**src/rtl/small_calc_cu.sv**
```systemverilog
// small_calc_cu: Moore control unit for the 4-bit calculator datapath.
// Outputs are registered from the next state, so they always match cs.
module small_calc_cu (
    input  logic       clk,
    input  logic       rst,
    input  logic       go,
    input  logic [1:0] op,
    output logic [1:0] s1,
    output logic [1:0] wa,
    output logic       we,
    output logic [1:0] raa,
    output logic [1:0] rab,
    output logic       rea,
    output logic       reb,
    output logic [1:0] c,
    output logic       s2,
    output logic       done,
    output logic [2:0] cs
);
    typedef enum logic [2:0] {
        IDLE = 3'd0, CLR = 3'd1, LD1 = 3'd2, LD2 = 3'd3,
        EXEC = 3'd4, OUT = 3'd5, DONE = 3'd6, BAD = 3'd7
    } st_t;

    st_t        state, nxt;
    logic [1:0] op_q, nop;

    // control word order: s1, wa, we, raa, rab, rea, reb, c, s2, done
    function automatic logic [14:0] ctrl(input st_t s, input logic [1:0] o);
        case (s)
            CLR:     ctrl = {2'b10, 2'b00, 1'b1, 2'b00, 2'b00, 1'b0, 1'b0, 2'b00, 1'b0, 1'b0};
            LD1:     ctrl = {2'b00, 2'b01, 1'b1, 2'b00, 2'b00, 1'b0, 1'b0, 2'b00, 1'b0, 1'b0};
            LD2:     ctrl = {2'b01, 2'b10, 1'b1, 2'b00, 2'b00, 1'b0, 1'b0, 2'b00, 1'b0, 1'b0};
            EXEC:    ctrl = {2'b11, 2'b11, 1'b1, 2'b01, 2'b10, 1'b1, 1'b1, o,     1'b0, 1'b0};
            OUT:     ctrl = {2'b00, 2'b00, 1'b0, 2'b11, 2'b00, 1'b1, 1'b1, 2'b00, 1'b1, 1'b0};
            DONE:    ctrl = {2'b00, 2'b00, 1'b0, 2'b11, 2'b00, 1'b1, 1'b1, 2'b00, 1'b1, 1'b1};
            default: ctrl = '0;
        endcase
    endfunction

    always_comb begin
        nxt = state;
        nop = op_q;
        case (state)
            IDLE: begin
                nxt = go ? CLR : IDLE;
                nop = go ? op : op_q;
            end
            CLR:     nxt = LD1;
            LD1:     nxt = LD2;
            LD2:     nxt = EXEC;
            EXEC:    nxt = OUT;
            OUT:     nxt = DONE;
            DONE:    nxt = go ? DONE : IDLE;
            default: nxt = IDLE;
        endcase
    end

    always_ff @(posedge clk) begin
        if (rst) begin
            state <= IDLE;
            op_q  <= 2'b00;
            {s1, wa, we, raa, rab, rea, reb, c, s2, done} <= '0;
        end else begin
            state <= nxt;
            op_q  <= nop;
            {s1, wa, we, raa, rab, rea, reb, c, s2, done} <= ctrl(nxt, nop);
        end
    end

    assign cs = state;
endmodule
```
**config.mk**
```make
export PLATFORM = sky130hd
export DESIGN_NAME = small_calc_cu
export DESIGN_NICKNAME = d
export VERILOG_FILES = /design/src/rtl/small_calc_cu.sv
export SDC_FILE = /design/constraint.sdc
export NUM_CORES = 1
export LEC_CHECK = 0
export CAP_MARGIN = 20
export CORE_MARGIN = 3
export CORE_UTILIZATION = 35
export DETAILED_ROUTE_END_ITERATION = 8
export MAX_ROUTING_LAYER = met4
export PLACE_DENSITY = 0.67
export SLEW_MARGIN = 20
export SYNTH_ARGS = -nofsm -noshare
export SYNTH_HDL_FRONTEND = slang
export SYNTH_SLANG_ARGS = --single-unit
```
**constraint.sdc**
```tcl
create_clock -name clk -period 2.2 [get_ports clk]
set_input_delay 0.44 -clock clk [delete_from_list [all_inputs] [get_ports clk]]
set_output_delay 0.44 -clock clk [all_outputs]
set_load 0.02 [all_outputs]
```
* Word level (Yosys, flattened, before mapping)
Cells that the tools add are included.
** Word-level totals
- Bits in registers :: 20
- Input bits :: 5
- Output and inout bits :: 18
- Word-level logic and storage cells :: 31
** Operators by class
- Equal/unequal tests :: 12
- Multiplexer cells :: 6
- Reduce and logical (&&, ||, !) cells :: 1
** Operators by type and width (number)
- 15-bit one-hot mux with 6 select lines :: 1
- 3-bit one-hot mux with 7 select lines :: 1
- 3-bit == test, second input constant :: 6
- 3-bit by 2-bit == test with 1-bit output, second input constant :: 4
- 3-bit by 1-bit == test with 1-bit output, second input constant :: 2
- 2-bit two-way mux :: 2
- 3-bit logical NOT :: 1
- 3-bit two-way mux :: 1
- 1-bit two-way mux :: 1

* Logic depth before layout (Yosys ltp)
- Depth after elaboration :: 4
- Depth in mapped cells :: 4
- Depth with buffers taken out :: 3

* Worst setup path before layout
Ideal clock, no wire load.
- Path type :: register to register
- Start point :: register state[2], in the netlist cs[2]
- End point :: register op_q[0]
- Library setup time :: 125 ps
- Arrival time :: 1079 ps
- Path slack :: 996 ps
- Cell stages (with the launch flop) :: 5
- Buffers on the path :: 1
- Clock period less this slack :: 1204 ps
- Path through :: dfxtp_1 > buf_6 > nor4b_4 > mux2i_1 > nor2_1
** Between the ends
- Cells in the longest elaborated chain, start to end :: 2
** RTL lines
- from (decl) :: RTL line 25 : st_t state, nxt;
- from (signal assigned) :: RTL line 65 : state <= nxt;
- 3-bit logical NOT :: RTL line 44 : case (state)
- 2-bit two-way mux :: RTL line 44
- to (signal assigned) :: RTL line 66 : op_q <= nop;
- to (decl) :: RTL line 26 : logic [1:0] op_q, nop;
No other way between the ends.
A chain may end at the register's enable or synchronous reset.

* Final worst setup path
- Start point :: register state[1], in the netlist cs[1]
- End point :: output cs[1]
** RTL lines
- to (decl) :: RTL line 18 : output logic [2:0] cs
No word-level cell between the ends.

==> impl_results.md <==
* Maxcap violations at 0
* Drt via density at 4.826
* Main combinational cell family by area after synthesis: simple AND/OR/NAND/NOR gates
* Post-Synth Adder-Cell Area at 0%
* Fin cells at 86
* Tot GR Track Use at 10.46%
* Worst R2R Setup Slack at 0.94 ns
* WL/cell at 10.70 um
* Utilization after layout at 50.16%
* I/O pin total at 23
* Final Max Tran Viols at 0
* H-tree levels at 1
* VDD IR-drop max at 0.4250 mV
* Placed insts at 82
* Simple-Gate Fraction of Synth Area at 21.30%
* WP data arrival at 1.61 ns
* Most frequent cells in the layout: clkdlybuf4s50_1 (21), dfxtp_1 (15), and2_1 (5)
* Worst setup EP type: output pin
* Initial Utilization at 37.77%
* Synth area leaders: dfxtp_1 (52%), buf_4 (6.5%), and2_1 (5.4%)
* CTS Sinks at 15
* TritonCTS clock tree: done
* Pwr/cell area at 713.2 mW/mm2
* Max stage delay on crit path at 0.70 ns
* Row cnt at 14
* Nets@finish at 76
* Final Cycle Share at 93.15%
* Fmax at 488.0 MHz
* Tmin final at 2.049 ns
* Library cells used by synthesis at 20
* Area leader, netlist: dfxtp_1
* Share of layout cells above drive strength 1 at 7.143%
* DP Area at 737.0 um2
* Clock skew at 0.01164 ns
* WP depth at 1
* DRC at 0
* Drt pass-1 iters at 4
* Leakage at 0.2797 nW
* Status: finished, final reports clean
* Drt first-iter violations at 5
* Post-synthesis mux area share at 3.478%
* Final ANT Viol Nets at 0
* Compound-Gate Fraction of Synth Area at 10.43%
* First-pass GRT wire length at 1497 um
* Final Hold Viols at 0
* Hold Buf Count CTS at 0
* Synthesized Nets at 59
* Critical path's slowest cell: clkdlybuf4s50_1
* Post-synthesis xor/xnor area fraction at 0%
* Mapped Area at 575.6 um2
* Post-Synthesis Cells at 54
* Vias at 415
* Yosys reg bits at 15
* Top-area cell type share of the netlist area at 52.17%
* Worst Path Buf+Inv at 1
* Pin count of the biggest net entering global routing at 16
* HP Class: flop to flop
* Total wire length at 920 um
* Crit path cell chain: clkdlybuf4s50_1
* DP Wirelength at 684.7 um
* Clock-pin slew on the worst setup and hold paths at 0.10 ns
* Max clock buf depth at 2
* Die ar. at 0.002167 mm2
* Vias in the first global route at 339
* Num CTS Buffers at 3
* Kind of cell adding the most delay to the critical path: buffers and inverters
* Area Growth Syn to Fin at 32.83%
* Post-synthesis sequential area ratio at 52.17%
* Routability congestion estimate at 0.7605
* PortBufs at 21
* Reg2reg path depth at 3
* WP data required at 1.76 ns
* Startpoint Class: flop
* Die H at 46.55 um
* Setup TNS at 0 ns
* Post-CTS setup buffer count at 0
* Global route total overflow at 0
* Yosys warnings at 0
* CTS root buffer: clkbuf_4
* Worst Hold Depth at 1
* Final Setup Violations at 0
* Initial antenna violation count at 0
* Most common cell after layout, fill and taps aside: clkdlybuf4s50_1
* Post-CTS sizing at 0
* Core area at 0.001524 mm2
* Crit Path Max Fanout at 15
* Die Width at 46.55 um
* Diodes inserted at 0
* Clk_lat worst skew at 0.28 ns
* Post-Syn Area per Cell at 10.66 um2
* Final Instance Area at 764.5 um2
* Worst setup path class: flop to output pin
* RSZ-0062 raised after global routing: no
[path summary, 6_finish.rpt]
path                      startpoint              end
setup / recovery    cs[1]$_SDFF_PP0_            cs[1]
hold / removal    op_q[0]$_SDFF_PP0_  c[0]$_SDFF_PP0_
setup reg to reg    cs[1]$_SDFF_PP0_  c[0]$_SDFF_PP0_
hold reg to reg   op_q[0]$_SDFF_PP0_  c[0]$_SDFF_PP0_
[cells by family after synthesis]
kind of cell           after synthesis
AND/OR/NAND/NOR                     18
other                                1
AO/OA/AOI/OAI                        9
flip-flops                          15
multiplexers                         2
buffers and inverters                9
[state kept, by name, summed over array words and instances, names as in the netlist]
signal / count
we: 1
wa: 1
c: 2
done: 1
cs: 3
op_q: 2
raa: 2
rab: 1
s1: 2
[synthesized netlist by cell type, drive strengths merged]
cell type,number
a311oi,2
nor2,3
o21ai,1
or2b,2
conb,1
nor3,2
a2111oi,1
nand2,1
nand2b,2
and2,5
nand3b,2
buf,7
clkbuf,2
mux2i,2
o31a,1
a21oi,4
nor4b,1
dfxtp,15
[where the power goes]
part / internal, mW / switching (mW)
registers: 0.286 / 0.0174
clock network: 0.0674 / 0.0866
logic: 0.0476 / 0.0404
[stage by stage]
| stage | power, mW | hold WS, ns | setup slack [ns] |
|---|---|---|---|
| 3_3_place_gp | 0.3972 | 0.4460 | 0.4912 |
| 5_1_grt | 0.5714 | 0.4902 | 0.03611 |
| 2_1_floorplan | 0.3682 | 0.4291 | 0.9958 |
| 4_1_cts | 0.5494 | 0.4657 | 0.1476 |
| 3_5_place_dp | 0.3985 | 0.4412 | 0.4719 |
| 6_report | 0.5452 | 0.4620 | 0.1508 |
[per-layer routing]
layer	GRT usage (%)	vias up	share of wire (%)
met3	4.688	0	8.3
met5	-	-	0
met1	12.85	189	44
met4	5.114	0	0
met2	14.29	20	48
li1	-	206	-
[cell type report]
type / count / area [um2]
fillers: 146 / 759.5
repair buffers: 21 / 210.2
multi-input cells: 30 / 206.4
flip-flops and latches: 15 / 300.3
clock buffers: 3 / 22.52
well taps: 16 / 20.02
clock inverters: 1 / 5.005
(Power assumes the default switching activity.)
